$ cat src/rtl/prog_loader_pkg.sv
// Shared types and constants for the program-memory loader.
// This package holds the state encoding, error codes and checksum helper.
package prog_loader_pkg;

   localparam int INSTR_W = 18;
   localparam int BYTE_W  = 8;

   localparam logic [2:0] ERR_NONE    = 3'b000;
   localparam logic [2:0] ERR_CSUM    = 3'b001;
   localparam logic [2:0] ERR_LEN     = 3'b010;
   localparam logic [2:0] ERR_FMT     = 3'b011;
   localparam logic [2:0] ERR_TIMEOUT = 3'b100;

   typedef enum logic [3:0] {
      ST_IDLE   = 4'd0,
      ST_CNT_HI = 4'd1,
      ST_CNT_LO = 4'd2,
      ST_B0     = 4'd3,
      ST_B1     = 4'd4,
      ST_B2     = 4'd5,
      ST_WRITE  = 4'd6,
      ST_CSUM   = 4'd7,
      ST_DONE   = 4'd8,
      ST_ERROR  = 4'd9
   } loaderState_t;

   // Modulo-256 running checksum step.
   function automatic logic [BYTE_W-1:0] csumAdd(input logic [BYTE_W-1:0] sum,
                                                 input logic [BYTE_W-1:0] data);
      return sum + data;
   endfunction

   function automatic logic isLoading(input loaderState_t st);
      logic res;
      case (st)
         ST_IDLE, ST_DONE, ST_ERROR: res = 1'b0;
         default:                    res = 1'b1;
      endcase
      return res;
   endfunction

endpackage

$ cat src/rtl/prog_loader_timer.sv
// Inter-byte idle timer for the loader.
// It is a clearable, enabled down-counter with a registered expired flag.
module loader_timer #(
   parameter int TIMEOUT_CYCLES = 100000
) (
   input  logic i_clock,
   input  logic i_reset,
   input  logic i_clear,
   input  logic i_enable,
   output logic o_expired
);

   localparam int CW = $clog2(TIMEOUT_CYCLES + 1);
   localparam logic [CW-1:0] LOAD_VAL = CW'(TIMEOUT_CYCLES);

   logic [CW-1:0] count_r;
   logic [CW-1:0] countNext_s;
   logic          expired_r;

   // Next count: reload on clear, otherwise count down to zero and stick there.
   always_comb begin
      countNext_s = count_r;
      if (i_clear) begin
         countNext_s = LOAD_VAL;
      end else if (i_enable && (count_r != {CW{1'b0}})) begin
         countNext_s = count_r - CW'(1);
      end else begin
         countNext_s = count_r;
      end
   end

   // Count and expired-flag registers.
   always_ff @(posedge i_clock or posedge i_reset) begin
      if (i_reset) begin
         count_r   <= LOAD_VAL;
         expired_r <= 1'b0;
      end else begin
         count_r   <= countNext_s;
         expired_r <= (countNext_s == {CW{1'b0}});
      end
   end

   assign o_expired = expired_r;

endmodule

$ cat src/rtl/prog_loader.sv
// Program-memory loader: receives a framed byte stream, writes 18-bit words
// into program RAM, checks the checksum and releases the CPU on success.
module prog_loader
   import prog_loader_pkg::*;
#(
   parameter int MAX_WORDS      = 1024,
   parameter int TIMEOUT_CYCLES = 100000
) (
   input  logic        i_clock,
   input  logic        i_reset,
   input  logic        i_start,
   input  logic [0:7]  i_rxData,
   input  logic        i_rxValid,
   output logic        o_rxReady,
   output logic [0:15] o_memAddr,
   output logic [0:17] o_memData,
   output logic        o_memWE,
   output logic        o_cpuHold,
   output logic        o_busy,
   output logic        o_done,
   output logic [0:2]  o_errCode
);

   loaderState_t  state_r, nextState_s;
   logic [2:0]    errNext_s;
   logic          rxReady_s, accept_s, startSession_s, expired_s, timerClr_s;
   logic [7:0]    sumNext_s;
   logic [15:0]   count16_s;

   logic [7:0]    checksum_r, countHi_r;
   logic [15:0]   wordCount_r, memAddr_r;
   logic [0:1]    instrHi_r;
   logic [0:7]    instrMid_r;
   logic [0:17]   memData_r;
   logic          memWE_r, busy_r, done_r, cpuHold_r;
   logic [2:0]    errCode_r;

   loader_timer #(.TIMEOUT_CYCLES(TIMEOUT_CYCLES)) u_timer (
      .i_clock  (i_clock),
      .i_reset  (i_reset),
      .i_clear  (timerClr_s),
      .i_enable (rxReady_s),
      .o_expired(expired_s)
   );

   // Next-state logic and handshake decode.
   always_comb begin
      nextState_s    = state_r;
      errNext_s      = ERR_NONE;
      rxReady_s      = 1'b0;
      startSession_s = 1'b0;
      case (state_r)
         ST_CNT_HI, ST_CNT_LO, ST_B0, ST_B1, ST_B2, ST_CSUM: rxReady_s = 1'b1;
         default:                                          rxReady_s = 1'b0;
      endcase
      accept_s   = rxReady_s & i_rxValid;
      timerClr_s = accept_s | ~isLoading(state_r);
      sumNext_s  = csumAdd(checksum_r, i_rxData);
      count16_s  = {countHi_r, i_rxData};

      case (state_r)
         ST_IDLE, ST_DONE, ST_ERROR: begin
            if (i_start) begin
               startSession_s = 1'b1;
               nextState_s    = ST_CNT_HI;
            end else begin
               nextState_s = state_r;
            end
         end
         ST_WRITE: begin
            if (memAddr_r == (wordCount_r - 16'd1)) begin
               nextState_s = ST_CSUM;
            end else begin
               nextState_s = ST_B0;
            end
         end
         default: begin
            // Byte-receiving states: an accept takes priority over timeout.
            if (accept_s) begin
               case (state_r)
                  ST_CNT_HI: nextState_s = ST_CNT_LO;
                  ST_CNT_LO: begin
                     if (count16_s > 16'(MAX_WORDS)) begin
                        nextState_s = ST_ERROR;
                        errNext_s   = ERR_LEN;
                     end else if (count16_s == 16'd0) begin
                        nextState_s = ST_CSUM;
                     end else begin
                        nextState_s = ST_B0;
                     end
                  end
                  ST_B0: begin
                     if (i_rxData[0:5] != 6'd0) begin
                        nextState_s = ST_ERROR;
                        errNext_s   = ERR_FMT;
                     end else begin
                        nextState_s = ST_B1;
                     end
                  end
                  ST_B1: nextState_s = ST_B2;
                  ST_B2: nextState_s = ST_WRITE;
                  ST_CSUM: begin
                     if (sumNext_s == 8'd0) begin
                        nextState_s = ST_DONE;
                     end else begin
                        nextState_s = ST_ERROR;
                        errNext_s   = ERR_CSUM;
                     end
                  end
                  default: nextState_s = ST_IDLE;
               endcase
            end else if (expired_s) begin
               nextState_s = ST_ERROR;
               errNext_s   = ERR_TIMEOUT;
            end else begin
               nextState_s = state_r;
            end
         end
      endcase
   end

   // State register.
   always_ff @(posedge i_clock or posedge i_reset) begin
      if (i_reset) begin
         state_r <= ST_IDLE;
      end else begin
         state_r <= nextState_s;
      end
   end

   // Datapath and registered status outputs.
   always_ff @(posedge i_clock or posedge i_reset) begin
      if (i_reset) begin
         checksum_r  <= 8'd0;
         countHi_r   <= 8'd0;
         wordCount_r <= 16'd0;
         memAddr_r   <= 16'd0;
         instrHi_r   <= 2'd0;
         instrMid_r  <= 8'd0;
         memData_r   <= 18'd0;
         memWE_r     <= 1'b0;
         busy_r      <= 1'b0;
         done_r      <= 1'b0;
         cpuHold_r   <= 1'b1;
         errCode_r   <= ERR_NONE;
      end else begin
         memWE_r   <= (nextState_s == ST_WRITE);
         busy_r    <= isLoading(nextState_s);
         done_r    <= (nextState_s == ST_DONE);
         cpuHold_r <= (nextState_s != ST_DONE);
         if (startSession_s) begin
            memAddr_r  <= 16'd0;
            checksum_r <= 8'd0;
            errCode_r  <= ERR_NONE;
         end else begin
            if (accept_s) begin
               checksum_r <= sumNext_s;
            end
            if (nextState_s == ST_ERROR && state_r != ST_ERROR) begin
               errCode_r <= errNext_s;
            end
            if (state_r == ST_WRITE) begin
               memAddr_r <= memAddr_r + 16'd1;
            end
         end
         if (accept_s) begin
            case (state_r)
               ST_CNT_HI: countHi_r   <= i_rxData;
               ST_CNT_LO: wordCount_r <= count16_s;
               ST_B0:     instrHi_r   <= i_rxData[6:7];
               ST_B1:     instrMid_r  <= i_rxData;
               ST_B2:     memData_r   <= {instrHi_r, instrMid_r, i_rxData};
               default:   countHi_r   <= countHi_r;
            endcase
         end
      end
   end

   assign o_rxReady = rxReady_s;
   assign o_memAddr = memAddr_r;
   assign o_memData = memData_r;
   assign o_memWE   = memWE_r;
   assign o_cpuHold = cpuHold_r;
   assign o_busy    = busy_r;
   assign o_done    = done_r;
   assign o_errCode = errCode_r;

endmodule

$ cat config.mk
export PLATFORM = sky130hd
export DESIGN_NAME = prog_loader
export DESIGN_NICKNAME = d
export VERILOG_FILES = /design/src/rtl/prog_loader_pkg.sv /design/src/rtl/prog_loader_timer.sv /design/src/rtl/prog_loader.sv
export SDC_FILE = /design/constraint.sdc
export NUM_CORES = 1
export LEC_CHECK = 0
export ABC_AREA = 1
export BUFFER_PORTS_ARGS = -buffer_cell sky130_fd_sc_hd__buf_2
export CORE_AREA = 2 2 160 99
export DETAILED_ROUTE_END_ITERATION = 7
export DIE_AREA = 0 0 162 101
export PLACE_DENSITY = 0.61
export SLEW_MARGIN = 5
export SYNTH_ARGS = -nofsm -noshare
export SYNTH_HDL_FRONTEND = slang
export SYNTH_SLANG_ARGS = --single-unit
$ cat constraint.sdc
create_clock -name i_clock -period 6.9 [get_ports i_clock]
set_clock_uncertainty 0.05 [all_clocks]
set_input_delay 0.69 -clock i_clock [delete_from_list [all_inputs] [get_ports i_clock]]
set_output_delay 0.69 -clock i_clock [all_outputs]
set_load 0.01 [all_outputs]
==> results.sh <==
export IMPL_drtPass1Iterations=4
export IMPL_critPathSlowestCell="nand2_1"
export IMPL_overflow=0
export IMPL_maxCapViolCount=0
export IMPL_drt_initial_drc_count=332
export IMPL_reg2reg_slack_ns=4.09
export IMPL_netSwitchingFraction_pct=24.5
export IMPL_tightest_slew_ns=0.984
export IMPL_cp_required_ns=7.09
export IMPL_row_count=35
export IMPL_p_comb_share_pct=2.8
export IMPL_internal_power_uw=875
export IMPL_first_global_vias=4528
export IMPL_netlist_instances=764
export IMPL_core_area_um2=15000
export IMPL_cts_num_sinks=105
export IMPL_htreeDepth=3
export IMPL_whs_ns=0.283
export IMPL_grt_max_degree=75
export IMPL_end_kind="register"
export IMPL_hpwl_um=10300
export IMPL_cts_setup_buffers=0
export IMPL_gp_congestion=0.866
export IMPL_cp_slowest_stage_delay_ns=0.69
export IMPL_crit_fanout=23
export IMPL_path_class="register to register"
export IMPL_clkPwrFrac_pct=44.1
export IMPL_clock_fmax_mhz=356
export IMPL_p_per_area_nw_per_um2=175
export IMPL_yosysUniqueCellTypes=42
export IMPL_fillers=1541
export IMPL_rsz0062_at_grt="no"
export IMPL_cp_common_cell="nand2_1"
export IMPL_ys_seq_area_share_pct=44.9
export IMPL_cts_resized=0
export IMPL_drcViolationCount=0
export IMPL_diodes=0
export IMPL_status="finished clean"
export IMPL_ir_drop_v=0.000100
export IMPL_synth_top_flop_cell="dfrtp_1"
export IMPL_power_frac_seq_pct=53.1
export IMPL_timing_final_max_slew_violations=0
export IMPL_max_slew_margin_pct=34.2
export IMPL_port_buffers=53
export IMPL_synthArstFlopShare_pct=100
export IMPL_synth_area_mux_share_pct=0.576
export IMPL_routed_wl_um=13800
export IMPL_antenna_found_initial=0
export IMPL_worstSetupStartpointType="register"
export IMPL_tns_ns=0
export IMPL_fin_crit_ns=2.81
export IMPL_synth_simple_area_share_pct=31.8
export IMPL_ys_seq_elements=105
export IMPL_path_clk_slew_ns=0.08
export IMPL_post_route_util_pct=44.2
export IMPL_die_w_um=162
export IMPL_clockRootBuffer="clkbuf_16"
export IMPL_die_area_um2=16400
export IMPL_cp_top_family="simple AND/OR/NAND/NOR gates"
export IMPL_hold_viol_final=0
export IMPL_track_usage_pct=17.9
export IMPL_clk_latency_ns=0.35
export IMPL_hold_class="input port to async pin"
export IMPL_initial_core_util_pct=39.2
export IMPL_cp_num_buf_inv=1
export IMPL_cts_hold_buf=0
export IMPL_pin_count=54
export IMPL_die_h_um=101
export IMPL_synth_compound_area_share_pct=8.55
export IMPL_wl_per_cell_um=13.5
export IMPL_crit_chain="nor2_2, nand2_1, nand2_2, nand2_1, inv_1, o21ai_0, a21oi_2, nor2_4, nand2_2, nand3_1, nand2_1"
export IMPL_numCtsBuffers=9
export IMPL_area_growth_pct=12.7
export IMPL_synth_warnings=0
export IMPL_leakage_nw=3.51
export IMPL_grt_pass1_wl_um=23100
export IMPL_syn_avg_cell_area_um2=7.68
export IMPL_p_switching_uw=283
export IMPL_synth_fa_ha_area_share_pct=2.47
export IMPL_ant_nets=0
export IMPL_syn_nets=787
export IMPL_synth_top_family_by_area="simple AND/OR/NAND/NOR gates"
export IMPL_cts_tree="built"
export IMPL_min_period_over_period_pct=40.7
export IMPL_drive_gt1_share_pct=14.9
export IMPL_via_per_inst=4.75
export IMPL_synth_cell_area_um2=5870
export IMPL_synth_xor_area_share_pct=3.58
export IMPL_fin_nets=838
export IMPL_cts_buffer_depth=2
export IMPL_arrival_ns=3.00
export IMPL_synth_edff_count=0
export IMPL_finalSetupViolations=0
export IMPL_route_vias_total=4856
[through the flow]
step	cell area (um^2)	power (mW)	setup slack (ns)	instances
after floorplan	5870	0.646	3.41	764
after global placement	6320	0.661	4.16	1007
after detailed placement	6320	0.661	4.12	1007
after CTS	6610	1.17	4.13	1023
after global routing	6610	1.20	3.87	1023
final	6610	1.16	4.09	1023
[power groups by stage]
stage                     Sequential, mW  Clock, mW  Combinational [mW]
after CTS                          0.615      0.524              0.0339
after detailed placement           0.627          0              0.0337
after floorplan                    0.627          0              0.0186
after global routing               0.615      0.548              0.0378
after global placement             0.627          0              0.0337
final                              0.615      0.510              0.0327
[layout make-up]
class	instances	area, um^2	area share [%]
Sequential cell	105	2640	39.9
Clock buffer	9	225	3.41
Multi-Input combinational cell	539	2760	41.7
Inverter	106	405	6.13
Tap cell	203	254	3.84
Timing Repair Buffer	54	273	4.12
Clock inverter	7	63.8	0.965
[worst register-to-register path, delay by kind of cell (launching register included)]
kind	cells	cell delay, ns
buffers and inverters	1	0.34
AOI/OAI and AO/OA	2	0.45
and+or+nand+nor	8	1.35
DFF	1	0.53
[cell families after synthesis]
group / after synthesis
compound gates: 97
xor+xnor: 24
fa+ha+maj: 11
buf+inv: 120
flops: 105
mux: 3
simple gates: 404
[layer usage]
| layer | vias to the layer above | global-route usage [%] | part of all wire (%) |
|---|---|---|---|
| met3 | 5 | 3.74 | 4.2 |
| li1 | 2548 | - | - |
| met5 | - | 0 | 0 |
| met4 | 0 | 4.08 | 0.57 |
| met1 | 2243 | 28.2 | 58 |
| met2 | 60 | 24.7 | 38 |
[flip-flops by register name (all words and copies together), names as in the netlist, 2 cells and up]
name and cells:
o_errCode 3, countHi_r 8, o_memAddr 16, o_memData 18, u_timer.count_r 17, checksum_r 8
instrMid_r 8, instrHi_r 2, wordCount_r 16, state_r 4
[synth_stat cells (9+ instances only)]
cell type,n,area [um^2]
nand2_1,202,758
dfrtp_1,98,2450
inv_1,97,364
nor2_1,73,274
o21ai_0,66,330
nand3_1,60,300
a21oi_1,20,100
nor3_1,17,85.1
xor2_1,16,140
clkbuf_1,10,37.5
ha_1,10,125
nand4_1,9,56.3
[path summary, 6_finish.rpt]
check / from / endpoint / depth (start not counted)
max: state_r[1] / o_errCode[2] / 11
min: i_reset / u_timer.count_r[12] / 2
max reg2reg: state_r[1] / o_errCode[2] / 11
min reg2reg: o_memData[3] / o_memData[3] / 2
max in group asynchronous: i_reset / wordCount_r[15] / 3
min in group i_clock: o_memData[3] / o_memData[3] / 2
[placed cells by master (no fill, tap or decap), types with 9 or more instances in the layout]
cell type	instances
a21oi_1	20
buf_2	53
clkbuf_16	9
dfrtp_1	98
ha_1	10
inv_1	96
nand2_1	202
nand3_1	60
nand4_1	9
nor2_1	73
nor3_1	17
o21ai_0	66
xor2_1	16
(Power assumes the default switching activity.)
